**src/rtl/mult_div_unit.sv**
```systemverilog
// Iterative MIPS-style multiply/divide unit with architectural HI/LO registers.
// Radix-2^MUL_STEP shift-add multiply, restoring divide, start/busy/done handshake.
module mult_div_unit #(
    parameter int WIDTH    = 32,
    parameter int MUL_STEP = 2
) (
    input  logic             clk,
    input  logic             rst_n,
    input  logic             start,
    input  logic [2:0]       op,
    input  logic [WIDTH-1:0] a,
    input  logic [WIDTH-1:0] b,
    output logic             busy,
    output logic             done,
    output logic             div_by_zero,
    output logic [WIDTH-1:0] hi,
    output logic [WIDTH-1:0] lo
);

    localparam int CW = $clog2(WIDTH + 1);
    localparam logic [1:0] S_IDLE   = 2'd0;
    localparam logic [1:0] S_RUN    = 2'd1;
    localparam logic [1:0] S_FINISH = 2'd2;
    localparam logic [CW-1:0] MUL_CNT = CW'(WIDTH / MUL_STEP);
    localparam logic [CW-1:0] DIV_CNT = CW'(WIDTH);

    logic [1:0]         state_q, state_d;
    logic [CW-1:0]      count_q, count_d;
    logic [2*WIDTH-1:0] acc_q, acc_d;
    logic [WIDTH-1:0]   opnd_q, opnd_d;
    logic               is_div_q, is_div_d;
    logic               neg_lo_q, neg_lo_d;
    logic               neg_hi_q, neg_hi_d;
    logic               dbz_pend_q, dbz_pend_d;
    logic               dbz_q, dbz_d;
    logic               done_q, done_d;
    logic [WIDTH-1:0]   hi_q, hi_d;
    logic [WIDTH-1:0]   lo_q, lo_d;

    logic                      sgn, a_neg, b_neg;
    logic [WIDTH-1:0]          a_mag, b_mag;
    logic [MUL_STEP-1:0]       mbits;
    logic [WIDTH+MUL_STEP-1:0] partial, msum;
    logic [2*WIDTH-1:0]        mul_next, div_next, prod_fix;
    logic [WIDTH:0]            trial, diff;
    logic [WIDTH-1:0]          quot_fix, rem_fix;

    // One multiply step: add multiplicand times the low MUL_STEP multiplier bits
    // into the upper half, then shift the whole accumulator right.
    always_comb begin
        mbits    = acc_q[MUL_STEP-1:0];
        partial  = {{MUL_STEP{1'b0}}, opnd_q} * {{WIDTH{1'b0}}, mbits};
        msum     = {{MUL_STEP{1'b0}}, acc_q[2*WIDTH-1:WIDTH]} + partial;
        mul_next = {msum, acc_q[WIDTH-1:MUL_STEP]};

        trial = {acc_q[2*WIDTH-1:WIDTH], acc_q[WIDTH-1]};
        diff  = trial - {1'b0, opnd_q};
        if (!diff[WIDTH])
            div_next = {diff[WIDTH-1:0], acc_q[WIDTH-2:0], 1'b1};
        else
            div_next = {trial[WIDTH-1:0], acc_q[WIDTH-2:0], 1'b0};

        prod_fix = neg_lo_q ? -acc_q : acc_q;
        quot_fix = neg_lo_q ? -acc_q[WIDTH-1:0] : acc_q[WIDTH-1:0];
        rem_fix  = neg_hi_q ? -acc_q[2*WIDTH-1:WIDTH] : acc_q[2*WIDTH-1:WIDTH];
    end

    always_comb begin
        sgn   = ~op[2] & ~op[0];
        a_neg = sgn & a[WIDTH-1];
        b_neg = sgn & b[WIDTH-1];
        a_mag = a_neg ? -a : a;
        b_mag = b_neg ? -b : b;

        state_d    = state_q;
        count_d    = count_q;
        acc_d      = acc_q;
        opnd_d     = opnd_q;
        is_div_d   = is_div_q;
        neg_lo_d   = neg_lo_q;
        neg_hi_d   = neg_hi_q;
        dbz_pend_d = dbz_pend_q;
        dbz_d      = dbz_q;
        done_d     = 1'b0;
        hi_d       = hi_q;
        lo_d       = lo_q;

        case (state_q)
            S_IDLE: begin
                if (start) begin
                    case (op)
                        3'b000, 3'b001: begin
                            state_d    = S_RUN;
                            count_d    = MUL_CNT;
                            acc_d      = {{WIDTH{1'b0}}, b_mag};
                            opnd_d     = a_mag;
                            is_div_d   = 1'b0;
                            neg_lo_d   = a_neg ^ b_neg;
                            neg_hi_d   = a_neg ^ b_neg;
                            dbz_pend_d = 1'b0;
                            dbz_d      = 1'b0;
                        end
                        3'b010, 3'b011: begin
                            acc_d      = {{WIDTH{1'b0}}, a_mag};
                            opnd_d     = b_mag;
                            is_div_d   = 1'b1;
                            neg_lo_d   = a_neg ^ b_neg;
                            neg_hi_d   = a_neg;
                            dbz_d      = 1'b0;
                            dbz_pend_d = (b == '0);
                            state_d    = (b == '0) ? S_FINISH : S_RUN;
                            count_d    = DIV_CNT;
                        end
                        3'b100: begin
                            hi_d  = a;
                            dbz_d = 1'b0;
                        end
                        3'b101: begin
                            lo_d  = a;
                            dbz_d = 1'b0;
                        end
                        default: ;
                    endcase
                end
            end
            S_RUN: begin
                acc_d   = is_div_q ? div_next : mul_next;
                count_d = count_q - CW'(1);
                if (count_q == CW'(1))
                    state_d = S_FINISH;
            end
            S_FINISH: begin
                state_d = S_IDLE;
                done_d  = 1'b1;
                if (dbz_pend_q) begin
                    dbz_d = 1'b1;
                end else if (is_div_q) begin
                    hi_d = rem_fix;
                    lo_d = quot_fix;
                end else begin
                    hi_d = prod_fix[2*WIDTH-1:WIDTH];
                    lo_d = prod_fix[WIDTH-1:0];
                end
            end
            default: state_d = S_IDLE;
        endcase
    end

    always_ff @(posedge clk or negedge rst_n) begin
        if (!rst_n) begin
            state_q    <= S_IDLE;
            count_q    <= '0;
            acc_q      <= '0;
            opnd_q     <= '0;
            is_div_q   <= 1'b0;
            neg_lo_q   <= 1'b0;
            neg_hi_q   <= 1'b0;
            dbz_pend_q <= 1'b0;
            dbz_q      <= 1'b0;
            done_q     <= 1'b0;
            hi_q       <= '0;
            lo_q       <= '0;
        end else begin
            state_q    <= state_d;
            count_q    <= count_d;
            acc_q      <= acc_d;
            opnd_q     <= opnd_d;
            is_div_q   <= is_div_d;
            neg_lo_q   <= neg_lo_d;
            neg_hi_q   <= neg_hi_d;
            dbz_pend_q <= dbz_pend_d;
            dbz_q      <= dbz_d;
            done_q     <= done_d;
            hi_q       <= hi_d;
            lo_q       <= lo_d;
        end
    end

    assign busy        = (state_q != S_IDLE);
    assign done        = done_q;
    assign div_by_zero = dbz_q;
    assign hi          = hi_q;
    assign lo          = lo_q;

endmodule

```
**config.mk**
```make
export PLATFORM = sky130hd
export DESIGN_NAME = mult_div_unit
export DESIGN_NICKNAME = d
export VERILOG_FILES = /design/src/rtl/mult_div_unit.sv
export SDC_FILE = /design/constraint.sdc
export NUM_CORES = 1
export LEC_CHECK = 0
export CAP_MARGIN = 10
export CORE_MARGIN = 5
export CORE_UTILIZATION = 65
export CTS_CLUSTER_DIAMETER = 80
export DETAILED_ROUTE_END_ITERATION = 10
export PLACE_DENSITY = 0.95
export SETUP_SLACK_MARGIN = 0.5
export SKIP_CTS_REPAIR_TIMING = 1
export SYNTH_ARGS = -nofsm -noshare
export SYNTH_HDL_FRONTEND = slang
export SYNTH_SLANG_ARGS = --single-unit
export TNS_END_PERCENT = 50
```
**constraint.sdc**
```tcl
create_clock -name clk -period 11 [get_ports clk]
set_input_delay 1.1 -clock clk [delete_from_list [all_inputs] [get_ports clk]]
set_output_delay 1.1 -clock clk [all_outputs]
set_load 0.01 [all_outputs]
```
# After elaboration in Yosys (flattened, before gate mapping)
# Index checks and enable logic that the tools add are counted.
# totals
word_cells	98
output_inout_bits	67
regBits	174
in_bits	70
# op_classes
n_eq_ne	16
add_sub_neg	8
bitwise	6
n_reduce_logical	18
n_mul	1
n_mux	37
# ops
cell	n
2-to-1 mux 32 bit	12
2-to-1 mux 64 bit	4
case mux 64 bit (2 select lines)	2
case mux 32 bit (2 select lines)	3
negation 32 bit	4
negation 64 bit	1
adder 32 x 34 -> 34 bit	1
multiplier 32 x 2 -> 34 bit	1
subtractor 33 x 32 -> 33 bit	1
logical NOT 32 bit	1
case mux 6 bit (2 select lines)	2
AND reduction 3 bit	4
AND reduction 4 bit	3
!= test 2 bit (second input constant)	5
case mux 1 bit (2 select lines)	4
case mux 2 bit (2 select lines)	2
nonzero test 2 bit	4
== test 3 x 2 -> 1 bit (second input constant)	2
== test 3 bit (second input constant)	2
== test 6 x 1 -> 1 bit (second input constant)	1
2-to-1 mux 2 bit	3
2-to-1 mux 6 bit	1
OR reduction 6 bit	1
subtractor 6 x 1 -> 6 bit (second input constant)	1
13 further kinds	21

# Longest topological paths before layout
# Gate-level depths: netlist of run 1.
# depth
ltp_word	7
mapped_depth	17
mapped_depth_nobuf	16

# Worst setup path before layout of run 1
# OpenSTA, ideal clock, no wires.
# synth_timing
path_kind	reg-to-reg
from	register acc_q[1]
to	register acc_q[53]
t_required_ns	10.873
setup_time_ns	0.127
synth_period_minus_slack_ns	3.872
path_stages_with_launch	17
slack_ns	7.128
arrival_ns	3.745
path_buffers	2
path_cell_list	dfrtp_1 > clkbuf_1 > clkbuf_1 > nand2_1 > fa_1 > inv_1 > ha_1 > o211ai_1 > a21oi_1 > a2111o_1 > a41oi_1 > o21ai_0 > a41o_1 > o41ai_1 > xnor2_1 > a22oi_1 > nand3_1
# synth_via
elab_chain_cells	4
# synth_rtl
item	line	source
from (decl)	29	logic [2*WIDTH-1:0] acc_q, acc_d;
from (signal assigned)	153	acc_q <= '0;
from (signal assigned)	166	acc_q <= acc_d;
multiplier 32 x 2 -> 34 bit	52	partial = {{MUL_STEP{1'b0}}, opnd_q} * {{WIDTH{1'b0}}, mbits};
adder 32 x 34 -> 34 bit	53	msum = {{MUL_STEP{1'b0}}, acc_q[2*WIDTH-1:WIDTH]} + partial;
2-to-1 mux 64 bit	127	acc_d = is_div_q ? div_next : mul_next;
case mux 64 bit (2 select lines)	88	case (state_q)
# Every way passes these cells.
# A chain may end at the register's enable or synchronous reset.

# Worst setup path in the final report of run 1
# layout_timing
from	register acc_q[1]
to	register acc_q[63]
# The elaborated chain is that of the path after synthesis.

==> impl_metrics.yaml, run 1 <==
run_status:
  outcome: "finished with violations"
  violations: "DRC"
synthesis:
  ys.flop_type: "dfrtp_1"
  synth_warnings: 0
  mappedNetlistNets: 2259
  syn_inst: 2085
  synth_common_cells: "289 x nand2_1, 190 x nor2_1, 174 x dfrtp_1"
  synth_area_um2: 16100
  synth_seq_cells: 174
  synth_edf_count: 0
  synthArstFlopShare: 1.00
  synthTopCellsByArea: "dfrtp_1 27%, nand2_1 6.8%, xnor2_1 6.3%"
  synth.most_common_cell: "nand2_1"
  seq_area_frac_synth: 0.271
  syn_avg_cell_area_um2: 7.70
  ys_types: 84
  yosys.area.top_type: "dfrtp_1"
  synth_top_area_frac: 0.271
global_routing:
  grt_max_degree: 85
  track_usage: 0.427
  grt_pass1_vias: 15898
  antenna_found_initial: 0
  overflow: 0
  grt_pass1_wl_um: 93300
clocking:
  path_clk_slew_ns: 0.08
  root_buffer: "clkbuf_16"
  cts_sinks: 174
  clock_latency_ns: 0.46
  cts_buffer_depth: 2
  cts_buffers: 17
  cts_tree: "built"
  h-tree-depth: 4
setup_path:
  crit_family: "compound AO/OA/AOI/OAI gates"
  worst_path_max_delay_cell: "dfrtp_1"
  critPathCaptureType: "flip-flop"
  max_stage_delay_ns: 0.83
  r2r-start: "acc_q[1]"
  startpoint: "acc_q[1]"
  cp.arrival_ns: 5.17
  worst-path-buf-inv: 2
  path_cells: "buf_4 > and2_1 > fa_1 > ha_1 > inv_1 > fa_1 > nand2b_1 > a21oi_1 > a2111o_1 > a41o_1 > a211oi_1 > nor3_1 > o21ai_0 > nor4b_1 > o21ai_0 > o311a_1"
  critPathRequiredTime_ns: 11.34
  critPathLaunchType: "flip-flop"
  cp_max_fo: 19
  path_class: "reg2reg"
routing:
  firstDrtPassIters: 11
  ant_nets: 0
  wl_per_cell_um: 25.1
  wl_um: 62100
  post-route-drc-count: 5
  via_count: 17250
  drt-initial-drc-count: 2841
  vias_per_cell: 6.96
sta:
  finalHoldViolCount: 0
  max_freq_mhz: 207
  fin_worst_skew_ns: 0.0177
  min_period_ns: 4.83
  finalMaxSlewViolations: 0
  setup_viol: 0
  relSlewSlack: 0.163
  period_share: 0.439
  rsz0062_at_grt: "no"
  worst_slew_pin_slew_ns: 1.25
  layout_setup_ws_ns: 6.17
  tns_ns: 0
place:
  port-buffer-count: 136
  dp_hpwl_um: 47100
  place_inst: 2447
  place_ws_ns: 6.34
  placedInstanceArea_um2: 17600
  gp_congestion: 1.00
cells_and_area:
  layout.cells.non_filler: 2479
  fillers: 1878
  finish.utilization: 0.748
  final_cell_area_um2: 18200
  area_growth_pct: 13.3
  diodes: 0
  nets: 2316
  drive_gt1_frac: 0.0418
floorplanning:
  core_region_area_um2: 24300
  die_w_um: 167
  pin_count: 137
  die_h_um: 167
  die-area_um2: 27900
  start_util: 0.660
  fp-row-count: 57
pwr:
  p_switching_w: 0.00353
  cellPowerDensity_nw_per_um2: 360
  p_int_w: 0.00301
  sw_frac_of_total: 0.539
  comb_power_share: 0.670
  pwr-share-seq: 0.226
  leakage_nw: 7.76
  clockPowerShare: 0.104
  vdd_drop_max_mv: 0.338
worst_hold_path:
  min-delay-start: "hi[17]"
  hold_path_class: "reg2reg"
run:
  cap_violations: 0
==> routing by layer <==
metal | wire length, um | global-route usage | part of all wire | vias to the layer above
li1 | - | - | - | 7496
met1 | 22700 | 0.558 | 0.36 | 8013
met2 | 25600 | 0.624 | 0.41 | 1419
met3 | 9270 | 0.152 | 0.15 | 320
met4 | 4540 | 0.223 | 0.073 | 2
met5 | 12 | 0 | 0.00019 | -
==> metrics by stage <==
stage               power, W  hold WS [ns]
global placement     0.00556         0.462
finish               0.00654         0.484
detailed placement   0.00568         0.469
global route         0.00692         0.505
floorplan            0.00430         0.472
CTS                  0.00637         0.486
==> worst min-delay path: stages, from the launching register on <==
cell and delay, ns:
dfrtp_1 0.35, nand2_1 0.04, o21ai_0 0.06
==> power by group through the flow <==
stage                     sequential, W  clock, W  combinational [W]
after floorplan                 0.00124         0            0.00306
after global placement          0.00143         0            0.00413
after detailed placement        0.00145         0            0.00423
after CTS                       0.00143  0.000669            0.00427
after global routing            0.00149  0.000699            0.00473
final                           0.00148  0.000679            0.00438
==> final timing paths <==
| kind | end | slack, ns | cells after the start |
|---|---|---|---|
| worst min-delay path | hi[17] | 0.48 | 2 |
| worst min register to register | hi[17] | 0.48 | 2 |
| worst max register to register | acc_q[63] | 6.17 | 16 |
| worst max-delay path | acc_q[63] | 6.17 | 16 |
| max in group asynchronous | is_div_q | 8.42 | 3 |
| min in group asynchronous | hi[1] | 0.72 | 1 |
==> kinds of logic after synthesis <==
group / count (synthesis) / synth area share
AND/OR/NAND/NOR: 699 / 0.197
AO/OA/AOI/OAI: 618 / 0.250
buffers and inverters: 279 / 0.0662
XOR/XNOR: 176 / 0.0976
flip-flops: 174 / 0.271
adder cells (fa/ha/maj): 104 / 0.0965
multiplexers: 35 / 0.0220
==> area by class of cell <==
class | instances | area, um^2 | share of cell area
clock buffer | 17 | 425 | 0.0234
tap | 324 | 405 | 0.0223
inverter | 157 | 589 | 0.0324
timing repair buffer | 160 | 1540 | 0.0848
sequential | 174 | 4360 | 0.239
clock inverter | 15 | 216 | 0.0119
multi-input combinational | 1632 | 10700 | 0.586
==> state kept, by name (all words and copies together), names as in the netlist <==
register	cells
hi	32
lo	32
count_q	6
neg_lo_q	1
acc_q	64
state_q	2
dbz_pend_q	1
opnd_q	32
div_by_zero	1
is_div_q	1
neg_hi_q	1
done	1
==> placed cells by master (no fill, tap or decap), types with 6 or more instances in the layout <==
master	count
a211oi_1	9
a21o_1	29
a21oi_1	161
a221o_1	6
a221oi_1	13
a22oi_1	28
a31oi_1	26
and2_1	12
and3_1	11
buf_4	24
clkbuf_16	17
clkdlybuf4s50_1	135
dfrtp_1	173
fa_1	33
ha_1	71
inv_1	156
mux2i_1	33
nand2_1	287
nand2b_1	16
nand3_1	53
nand4_1	12
nor2_1	190
nor2b_1	11
nor3_1	45
nor4_1	11
o211ai_1	12
o21a_1	6
o21ai_0	153
o221ai_1	25
o22a_1	8
o22ai_1	16
o311ai_0	20
o31ai_1	44
o41ai_1	14
or3_1	14
or4_1	7
xnor2_1	115
xor2_1	59
(Power assumes the default switching activity.)
==> run 2, diff against run 1 <==
Settings changed: CORE_UTILIZATION 65 to 60, PLACE_DENSITY 0.95 to 0.89.
Clock period 11 ns to 4.9 ns, I/O delays scaled along.
==> impl_metrics.yaml, run 2 (synthesis results as in run 1) <==
floorplanning:
  die_w_um: 174
  die_h_um: 174
  die-area_um2: 30100
  core_region_area_um2: 26200
  fp-row-count: 59
  start_util: 0.613
  pin_count: 137
sta:
  max_freq_mhz: 235
  fin_worst_skew_ns: 0.0254
  finalHoldViolCount: 0
  finalMaxSlewViolations: 0
  min_period_ns: 4.25
  worst_slew_pin_slew_ns: 1.17
  rsz0062_at_grt: "yes"
  setup_viol: 0
  tns_ns: 0
  period_share: 0.867
  layout_setup_ws_ns: 0.653
  relSlewSlack: 0.218
global_routing:
  use_met3: 0.152
  grt_max_degree: 95
  antenna_found_initial: 0
  grt_pass1_vias: 15902
  track_usage: 0.401
  grt_pass1_wl_um: 94200
  overflow: 0
  use_met1: 0.534
  grt_use_met2: 0.581
  top_usage_layer: "met2"
cells_and_area:
  largest_register: "acc_q"
  diodes: 0
  nets: 2336
  area_growth_pct: 14.2
  register_area_um2: 4360
  mostFrequentLayoutCell: "nand2_1"
  drive_gt1_frac: 0.0510
  fillers: 2165
  largest_reg_flops: 64
  multi_input_area_um2: 10700
  mostFrequentLayoutCells: "287 x nand2_1, 190 x nor2_1, 173 x dfrtp_1, 161 x a21oi_1, 156 x inv_1"
  finish.utilization: 0.700
  layout.cells.non_filler: 2510
clocking:
  cts_buffers: 17
  cts_tree: "built"
  root_buffer: "clkbuf_16"
  h-tree-depth: 4
  cts_sinks: 174
  path_clk_slew_ns: 0.09
  clock_latency_ns: 0.46
  cts_buffer_depth: 2
routing:
  wl_um: 62600
  vias_per_cell: 6.85
  firstDrtPassIters: 7
  wl_per_cell_um: 24.9
  post-route-drc-count: 0
  via_count: 17194
  drt-initial-drc-count: 2543
  ant_nets: 0
setup_path:
  path_class: "reg2reg"
  critPathRequiredTime_ns: 5.30
  cp.arrival_ns: 4.65
  critPathLaunchType: "flip-flop"
  cp_max_fo: 6
  critPathCaptureType: "flip-flop"
pwr:
  pwr-share-seq: 0.213
  leakage_nw: 7.85
  cellPowerDensity_nw_per_um2: 809
  clockPowerShare: 0.100
  vdd_drop_max_mv: 0.491
  p_switching_w: 0.00794
  sw_frac_of_total: 0.535
  p_int_w: 0.00690
  comb_power_share: 0.688
place:
  dp_hpwl_um: 48600
  port-buffer-count: 136
  gp_congestion: 1.07
  place_ws_ns: 0.758
  place_inst: 2478
run:
  cap_violations: 0
run_status:
  outcome: "completed"
worst_hold_path:
  hold_path_class: "in2async"
## run 2: layout make-up
type / instances / share of cell area
clock buffers: 17 / 0.0232
clock inverters: 15 / 0.0101
inverters: 157 / 0.0321
multi-input cells: 1632 / 0.581
flip-flops and latches: 174 / 0.237
well taps: 335 / 0.0228
repair buffers: 180 / 0.0930
## run 2: final timing paths
path / slack [ns] / cells past startpoint / start / to
max: 0.65 / 13 / acc_q[54] / acc_q[63]
min: 0.11 / 1 / rst_n / hi[22]
max reg2reg: 0.65 / 13 / acc_q[54] / acc_q[63]
min reg2reg: 0.49 / 2 / hi[0] / hi[0]
max in group asynchronous: 3.56 / 2 / rst_n / lo[31]
min in group clk: 0.49 / 2 / hi[0] / hi[0]
## run 2: stage by stage
stage               area [um^2]  power (W)  hold WS [ns]
floorplan                 16100    0.00966         0.194
global placement          17700     0.0127         0.460
detailed placement        17700     0.0129         0.467
CTS                       18300     0.0144         0.168
global route              18300     0.0157         0.177
finish                    18300     0.0148         0.106
## run 2: worst max-delay path: stages (launching register included)
cell and delay (ns):
dfrtp_1 0.54, inv_1 0.27, fa_1 0.58, inv_1 0.04, ha_1 0.39, nand2_1 0.12
or4_1 0.57, nor4_1 0.32, a211oi_1 0.24, nor3_1 0.41, o21ai_0 0.14, nor4b_1 0.16
o21ai_0 0.22, o311a_1 0.18
## run 2: routing by layer
| layer | vias to the layer above | part of all wire |
|---|---|---|
| met2 | 1325 | 0.41 |
| met5 | - | 0 |
| met3 | 234 | 0.15 |
| met4 | 0 | 0.057 |
| met1 | 8105 | 0.38 |
| li1 | 7530 | - |
## run 2: power groups by stage
stage / Sequential, W / Combinational, W / Clock [W]
after floorplan: 0.00278 / 0.00687 / 0
after global placement: 0.00308 / 0.00964 / 0
after detailed placement: 0.00311 / 0.00983 / 0
after CTS: 0.00308 / 0.00991 / 0.00146
after global routing: 0.00319 / 0.0110 / 0.00152
final: 0.00316 / 0.0102 / 0.00148
